File: src/rtl/arp_parser_rx.sv
// ARP receive parser (GMII RX domain).
// Walks the Ethernet header and the 28-byte ARP payload one byte per cycle.
// Every fixed field is checked, and frames are filtered on destination MAC and TPA.
// At end of frame it publishes opcode, SHA, SPA and source MAC for accepted frames.
module arp_parser_rx #(
   parameter logic [47:0] LOCAL_MAC    = 48'h02_00_00_00_00_01,
   parameter logic [31:0] LOCAL_IP     = 32'hC0_A8_01_0A,
   parameter int          ACCEPT_REPLY = 1,
   parameter int          MIN_LEN      = 64,
   parameter int          CNT_W        = 16
) (
   input  logic             mac_gmii_rx_clk,
   input  logic             mac_gmii_rx_rst,
   input  logic [7:0]       mac_gmii_rxd,
   input  logic             mac_gmii_rx_dv,
   input  logic             mac_gmii_rx_er,
   input  logic             preamble_sfd_valid,
   output logic             arp_valid,
   output logic [15:0]      arp_oper,
   output logic [47:0]      arp_sha,
   output logic [31:0]      arp_spa,
   output logic [47:0]      arp_src_mac,
   output logic [CNT_W-1:0] cnt_accept,
   output logic [CNT_W-1:0] cnt_drop
);

   localparam logic [2:0] S_IDLE = 3'd0;
   localparam logic [2:0] S_HDR  = 3'd1;
   localparam logic [2:0] S_ARP  = 3'd2;
   localparam logic [2:0] S_TAIL = 3'd3;
   localparam logic [2:0] S_IGN  = 3'd4;

   logic [2:0]       state_q, state_d;
   logic [10:0]      idx_q, idx_d;      // index of the byte currently on rxd
   logic             bad_q, bad_d;
   logic             bcast_q, bcast_d;  // dst MAC still matches FF..FF
   logic             ucast_q, ucast_d;  // dst MAC still matches LOCAL_MAC
   logic [7:0]       eth_hi_q, eth_hi_d;
   logic [47:0]      src_q, src_d;
   logic [15:0]      oper_q, oper_d;
   logic [47:0]      sha_q, sha_d;
   logic [31:0]      spa_q, spa_d;
   logic [31:0]      tpa_q, tpa_d;
   logic             arp_valid_q, arp_valid_d;
   logic [15:0]      arp_oper_q, arp_oper_d;
   logic [47:0]      arp_sha_q, arp_sha_d;
   logic [31:0]      arp_spa_q, arp_spa_d;
   logic [47:0]      arp_src_mac_q, arp_src_mac_d;
   logic [CNT_W-1:0] cnt_accept_q, cnt_accept_d;
   logic [CNT_W-1:0] cnt_drop_q, cnt_drop_d;

   logic [10:0] idx_inc;
   logic        oper_ok;
   logic        frame_ok;

   // Byte i (0 = MSB) of the station MAC.
   function automatic logic [7:0] mac_byte(input logic [2:0] i);
      case (i)
         3'd0:    mac_byte = LOCAL_MAC[47:40];
         3'd1:    mac_byte = LOCAL_MAC[39:32];
         3'd2:    mac_byte = LOCAL_MAC[31:24];
         3'd3:    mac_byte = LOCAL_MAC[23:16];
         3'd4:    mac_byte = LOCAL_MAC[15:8];
         default: mac_byte = LOCAL_MAC[7:0];
      endcase
   endfunction

   // Required value of the fixed ARP bytes 14..19 (HTYPE, PTYPE, HLEN, PLEN).
   function automatic logic [7:0] fixed_byte(input logic [10:0] i);
      case (i)
         11'd15:  fixed_byte = 8'h01;
         11'd16:  fixed_byte = 8'h08;
         11'd18:  fixed_byte = 8'h06;
         11'd19:  fixed_byte = 8'h04;
         default: fixed_byte = 8'h00;
      endcase
   endfunction

   function automatic logic [CNT_W-1:0] sat_inc(input logic [CNT_W-1:0] c);
      sat_inc = (c == {CNT_W{1'b1}}) ? c : c + {{(CNT_W-1){1'b0}}, 1'b1};
   endfunction

   assign idx_inc  = (idx_q == 11'h7FF) ? idx_q : idx_q + 11'd1;
   assign oper_ok  = (oper_q == 16'h0001) || ((ACCEPT_REPLY != 0) && (oper_q == 16'h0002));
   // idx_q at the first dv-low cycle equals the number of bytes received
   assign frame_ok = !bad_q && (bcast_q || ucast_q) && oper_ok && (tpa_q == LOCAL_IP) &&
                     (32'(idx_q) >= 32'(MIN_LEN));

   // Next-state logic: per-byte field parsing and end-of-frame decision.
   always_comb begin
      state_d       = state_q;
      idx_d         = idx_q;
      bad_d         = bad_q;
      bcast_d       = bcast_q;
      ucast_d       = ucast_q;
      eth_hi_d      = eth_hi_q;
      src_d         = src_q;
      oper_d        = oper_q;
      sha_d         = sha_q;
      spa_d         = spa_q;
      tpa_d         = tpa_q;
      arp_valid_d   = 1'b0;
      arp_oper_d    = arp_oper_q;
      arp_sha_d     = arp_sha_q;
      arp_spa_d     = arp_spa_q;
      arp_src_mac_d = arp_src_mac_q;
      cnt_accept_d  = cnt_accept_q;
      cnt_drop_d    = cnt_drop_q;
      case (state_q)
         S_IDLE: begin
            // byte 0 of the dst MAC arrives together with the SFD pulse
            if (preamble_sfd_valid && mac_gmii_rx_dv) begin
               state_d = S_HDR;
               idx_d   = 11'd1;
               bad_d   = 1'b0;
               bcast_d = (mac_gmii_rxd == 8'hFF);
               ucast_d = (mac_gmii_rxd == mac_byte(3'd0));
            end
         end
         S_HDR: begin
            if (!mac_gmii_rx_dv) begin
               state_d = S_IDLE;             // ethertype unknown yet: not counted
            end else begin
               idx_d = idx_inc;
               if (mac_gmii_rx_er) bad_d = 1'b1;
               if (idx_q <= 11'd5) begin
                  bcast_d = bcast_q & (mac_gmii_rxd == 8'hFF);
                  ucast_d = ucast_q & (mac_gmii_rxd == mac_byte(idx_q[2:0]));
               end else if (idx_q <= 11'd11) begin
                  src_d = {src_q[39:0], mac_gmii_rxd};
               end else if (idx_q == 11'd12) begin
                  eth_hi_d = mac_gmii_rxd;
               end else begin
                  state_d = ({eth_hi_q, mac_gmii_rxd} == 16'h0806) ? S_ARP : S_IGN;
               end
            end
         end
         S_ARP: begin
            if (!mac_gmii_rx_dv) begin
               state_d    = S_IDLE;          // truncated ARP frame
               cnt_drop_d = sat_inc(cnt_drop_q);
            end else begin
               idx_d = idx_inc;
               if (mac_gmii_rx_er) bad_d = 1'b1;
               if (idx_q <= 11'd19) begin
                  if (mac_gmii_rxd != fixed_byte(idx_q)) bad_d = 1'b1;
               end else if (idx_q <= 11'd21) begin
                  oper_d = {oper_q[7:0], mac_gmii_rxd};
               end else if (idx_q <= 11'd27) begin
                  sha_d = {sha_q[39:0], mac_gmii_rxd};
               end else if (idx_q <= 11'd31) begin
                  spa_d = {spa_q[23:0], mac_gmii_rxd};
               end else if (idx_q >= 11'd38) begin
                  tpa_d = {tpa_q[23:0], mac_gmii_rxd};
                  if (idx_q == 11'd41) state_d = S_TAIL;
               end
            end
         end
         S_TAIL: begin
            if (mac_gmii_rx_dv) begin
               idx_d = idx_inc;
               if (mac_gmii_rx_er) bad_d = 1'b1;
            end else begin
               state_d = S_IDLE;
               if (frame_ok) begin
                  arp_valid_d   = 1'b1;
                  arp_oper_d    = oper_q;
                  arp_sha_d     = sha_q;
                  arp_spa_d     = spa_q;
                  arp_src_mac_d = src_q;
                  cnt_accept_d  = sat_inc(cnt_accept_q);
               end else begin
                  cnt_drop_d = sat_inc(cnt_drop_q);
               end
            end
         end
         S_IGN: begin
            if (!mac_gmii_rx_dv) state_d = S_IDLE;
         end
         default: state_d = S_IDLE;
      endcase
   end

   // State and output registers with synchronous reset.
   always_ff @(posedge mac_gmii_rx_clk) begin
      if (mac_gmii_rx_rst) begin
         state_q       <= S_IDLE;
         idx_q         <= '0;
         bad_q         <= 1'b0;
         bcast_q       <= 1'b0;
         ucast_q       <= 1'b0;
         eth_hi_q      <= '0;
         src_q         <= '0;
         oper_q        <= '0;
         sha_q         <= '0;
         spa_q         <= '0;
         tpa_q         <= '0;
         arp_valid_q   <= 1'b0;
         arp_oper_q    <= '0;
         arp_sha_q     <= '0;
         arp_spa_q     <= '0;
         arp_src_mac_q <= '0;
         cnt_accept_q  <= '0;
         cnt_drop_q    <= '0;
      end else begin
         state_q       <= state_d;
         idx_q         <= idx_d;
         bad_q         <= bad_d;
         bcast_q       <= bcast_d;
         ucast_q       <= ucast_d;
         eth_hi_q      <= eth_hi_d;
         src_q         <= src_d;
         oper_q        <= oper_d;
         sha_q         <= sha_d;
         spa_q         <= spa_d;
         tpa_q         <= tpa_d;
         arp_valid_q   <= arp_valid_d;
         arp_oper_q    <= arp_oper_d;
         arp_sha_q     <= arp_sha_d;
         arp_spa_q     <= arp_spa_d;
         arp_src_mac_q <= arp_src_mac_d;
         cnt_accept_q  <= cnt_accept_d;
         cnt_drop_q    <= cnt_drop_d;
      end
   end

   assign arp_valid   = arp_valid_q;
   assign arp_oper    = arp_oper_q;
   assign arp_sha     = arp_sha_q;
   assign arp_spa     = arp_spa_q;
   assign arp_src_mac = arp_src_mac_q;
   assign cnt_accept  = cnt_accept_q;
   assign cnt_drop    = cnt_drop_q;

endmodule

File: config.mk
export PLATFORM = sky130hd
export DESIGN_NAME = arp_parser_rx
export DESIGN_NICKNAME = d
export VERILOG_FILES = /design/src/rtl/arp_parser_rx.sv
export SDC_FILE = /design/constraint.sdc
export NUM_CORES = 1
export LEC_CHECK = 0
export ABC_AREA = 1
export ABC_CLOCK_PERIOD_IN_PS = 5000
export BUFFER_PORTS_ARGS = -buffer_cell sky130_fd_sc_hd__clkbuf_2
export CORE_AREA = 5 5 191 193
export CTS_CLUSTER_SIZE = 10
export DETAILED_ROUTE_END_ITERATION = 10
export DIE_AREA = 0 0 196 198
export SETUP_SLACK_MARGIN = 0.1
export SLEW_MARGIN = 5
export SYNTH_ARGS = -nofsm -noshare
export SYNTH_HDL_FRONTEND = slang
export SYNTH_SLANG_ARGS = --single-unit
File: constraint.sdc
create_clock -name mac_gmii_rx_clk -period 5 [get_ports mac_gmii_rx_clk]
set_input_delay 1.25 -clock mac_gmii_rx_clk [delete_from_list [all_inputs] [get_ports mac_gmii_rx_clk]]
set_output_delay 1.25 -clock mac_gmii_rx_clk [all_outputs]
set_load 0.005 [all_outputs]
* Word-level counts from Yosys, hierarchy flattened
Index checks and enable logic that the tools add are counted. W data, S select, Z words.
Storage, ports and cells: register bits after elaboration 378, input bits 13
Operators by class: muxes and demuxes 48, reductions and logical operators 32, $lt $le $gt $ge 8, bitwise logic cells 11, equality and inequality tests 45, add/subtract/negate cells 3
Operators with widths (number):
- $mux W16 | 4
- $mux W8 | 6
- $le A11 B5 Y1 const B | 4
- $mux W3 | 14
- $eq A11 B5 Y1 const B | 3
- $mux W11 | 3
- $add A16 B1 Y16 const B | 2
- $eq A16 B16 Y1 const B | 2
- $eq A32 B32 Y1 const B | 1
- $pmux W16 S2 | 1
- $reduce_and A4 Y1 | 7
- $ne A3 B3 Y1 const B | 9
- $eq A11 B4 Y1 const B | 2
- $pmux W11 S2 | 1
- $ne A2 B2 Y1 const B | 9
- $eq A16 B1 Y1 const B | 1
- $eq A16 B12 Y1 const B | 1
- $eq A16 B2 Y1 const B | 1
- $pmux W4 S4 | 1
- $mux W1 | 13
- $eq A3 B2 Y1 const B | 4
- $pmux W3 S4 | 1
- $add A11 B1 Y11 const B | 1
- $eq A11 B11 Y1 const B | 1
- 31 further kinds | 55

* Longest topological paths before layout
word-level depth 11, depth in mapped cells 14, gate-level depth less buffers 13

* Worst setup path after synthesis
Ideal clock, no wire load.
kind input -> register, start point in mac_gmii_rx_dv, end point reg sha_q[28], arrival 2.331 ns, slack 2.528 ns, setup time 0.141 ns, stages on the path 10, required time 4.859 ns, path through buf_2 -> inv_2 -> nor2_4 -> inv_2 -> nor2_8 -> nand2_2 -> buf_4 -> buf_6 -> nor2_2 -> nor3_2
On the way: longest elaborated chain between the ends 1
Ends and longest elaborated chain:
- from (decl) | RTL line 15 | input logic mac_gmii_rx_dv,
- $reduce_and A5 Y1 (no source line)
- to (signal assigned) | RTL line 195 | sha_q <= '0;
- to (signal assigned) | RTL line 214 | sha_q <= sha_d;
- to (decl) | RTL line 41 | logic [47:0] sha_q, sha_d;
Every way passes these cells. A chain may end at the register's enable or synchronous reset.

* Worst setup path in the final report
start point reg idx_q[1], end point reg sha_q[32]
On the way: longest elaborated chain between the ends 3, elaborated cells between the ends (all ways) 6, classes of those cells order compare (3); bitwise (2); reduce/logical (1)
Ends and longest elaborated chain:
- from (decl) | RTL line 34 | logic [10:0] idx_q, idx_d;
- from (signal assigned) | RTL line 207 | idx_q <= idx_d;
- $le A11 B5 Y1, on equally long branches | RTL line 147, 145
- $not A1 Y1 (no source line)
- $reduce_and A5 Y1 (no source line) (*)
Every way passes the cells marked *; elsewhere a longest branch is shown, timed or not.

==> out/summary.txt <==
critical path fanouts, max: 49
CP delay by family, top: simple AND/OR/NAND/NOR gates
sequential share of the synthesized area: 49.6%
clock sink count: 378
WL final: 38600 um
min Tclk post-route: 3110 ps
Core Area: 34400 um2
post_cts resized: 0
Yosys top cell by area: dfxtp_1
Routed wire per std cell: 14.8 um
Max-slew headroom: 22.8%
grt total ovfl: 0
Final Slew Violations: 0
Yosys warnings: 0
Initial DRC Count: 947
syn_area_per_cell: 7.59 um2
CTS root buffer: clkbuf_16
Worst IR Drop VDD: 0.237 mV
outcome: complete, no violations
Hold Path Class: reg2reg
crit path kind: reg2reg
met2 usage: 31.1%
mapped cell area: 15300 um2
Hold-fix buffers, CTS: 0
max incr delay on CP: 760 ps
most frequent cells after synthesis: 404 x nor2_1, 378 x dfxtp_1, 264 x o21ai_0
cell count after synthesis: 2012
Critical Path, Cell by Cell: inv_1, ha_1, nand3_1, nor2_1, nand2_1, nand2_2, nor2_4, buf_4, nand2_2, nor2_2, nor3_2
commonest register cell after synthesis: dfxtp_1
startpoint types: flip-flop
first-pass GRT wire length: 64300 um
vias per inst: 5.05
Starting Density: 44.4%
CTS tree: done
# nets final: 2160
Die ar.: 38800 um2
CTS buffer count: 44
IO Count: 190
most frequent CP cell: nand2_2
drt first pass iters: 5
Die X: 196 um
CP required: 5390 ps
final setup TNS: 0 ps
Antenna Nets Post-Route: 0
Worst-path clk slew: 50 ps
Synth top area share: 49.6%
largest net degree at the start of global routing: 141
setup bufs post-CTS: 0
GR Util met1: 27.5%
All-Layer GR Usage: 19.4%
Setup-failing EPs final: 0
Synth Register Bits: 378
Area growth syn-to-layout: 15.0%
drc violations: 0
share of cells above drive strength 1: 16.0%
Clk Latency, worst-skew pair: 540 ps
Arr. time, crit path: 3500 ps
count leader, synth: nor2_1
Filler Cells Inserted: 3447
Async SR Flop Fraction: 0%
f_max: 321 MHz
Distinct cells, synth: 41
met3 usage: 3.34%
Clock Path Buffers: 3
Power Dens Cells: 360 nW/um2
static leakage: 7.75 nW
hold slack: 442 ps
Worst-Margin Slew: 1150 ps
Mapped Nets: 2032
row cnt: 68
Max Cap Viol: 0
vias in the first global route: 12400
final worst-path cycle share: 62.2%
DP HPWL: 25000 um
initial antenna violation count: 1
EDFF count, synth: 0
RePlAce Congestion: 0.878
Clock Skews: 16.4 ps
busiest grt layer: met2
RSZ-0062 raised after global routing: no
Die Y: 198 um
Crit. End Element: flip-flop
post-layout util: 51.1%
via count: 13100
Final Hold Vio Count: 0
Slowest cell on crit path: nand2_2
CP bufs+invs: 2
CTS H-tree lvls: 2
Port-buffer cells: 189
Synth area leaders: dfxtp_1 50%, nor2_1 9.9%, o21ai_0 8.7%
## metrics by stage
stage                     instance area [um2]  cells  setup WS, ps  power (W)
after floorplan                         15300   2012          2530    0.00346
after global placement                  16400   2549          1620    0.00358
after detailed placement                16400   2549          1560    0.00358
after CTS                               17600   2602          1870    0.00641
after global routing                    17600   2603          1480    0.00660
final                                   17600   2604          1890    0.00632
## registers in the layout, indices dropped and copies added, names as in the netlist, 32 cells and up
register and cells:
tpa_q 32, sha_q 48, arp_spa 32, spa_q 32, arp_sha 48, arp_src_mac 48, src_q 48
## layout make-up
type / count / area, um2 / area share (%)
Antenna cell: 2 / 5.00 / 0.0285
Clock buffer: 50 / 1140 / 6.51
Clock inverter: 3 / 55.1 / 0.314
Inverter: 166 / 628 / 3.58
Multi-Input combinational cell: 1347 / 6500 / 37.0
Sequential cell: 378 / 7570 / 43.1
Tap cell: 455 / 569 / 3.24
Timing Repair Buffer: 203 / 1090 / 6.20
## worst min-delay path, cell delays in order (launching register included)
cell,delay (ps)
dfxtp_1,300
inv_1,40
a21oi_1,40
## per-layer routing
layer / wire length (um) / up-vias
met5: 0 / -
met4: 659 / 0
met3: 1810 / 54
met2: 17700 / 249
met1: 18500 / 6022
li1: - / 6822
## where the power goes
part	switching [W]	internal, W	leakage [nW]
Sequential	0.0000398	0.00304	3.04
Clock	0.00116	0.00165	0.587
Combinational	0.000323	0.000119	4.12
## worst paths after layout
path / from / to / slack, ps / depth (start not counted)
setup reg to reg: idx_q[1] / sha_q[32] / 1890 / 11
setup / recovery: idx_q[1] / sha_q[32] / 1890 / 11
hold / removal: tpa_q[24] / tpa_q[24] / 440 / 2
hold reg to reg: tpa_q[24] / tpa_q[24] / 440 / 2
## logic make-up (layout without fill, tap and decap cells)
| group | after synthesis | after routing | synth area share, % |
|---|---|---|---|
| fa+ha+maj | 7 | 7 | 0.574 |
| simple gates | 802 | 802 | 23.5 |
| buf+inv | 287 | 422 | 7.99 |
| flops | 378 | 378 | 49.6 |
| xor+xnor | 20 | 20 | 1.15 |
| compound gates | 518 | 518 | 17.3 |
| other cells | 0 | 2 | 0 |
## placed cells by master (no fill, tap or decap), types with 10 or more instances in the layout
master and n:
a21oi_1 215, xor2_1 15, inv_2 15, nor2_1 403, inv_1 150, o21ai_1 26
clkbuf_16 44, nand3_1 64, nor3_1 84, dfxtp_1 378, o21ai_0 264, clkbuf_2 188
nand4_1 10, nor2_2 29, buf_4 11, nor3_2 20, nand2_1 161
(Power assumes the default switching activity.)
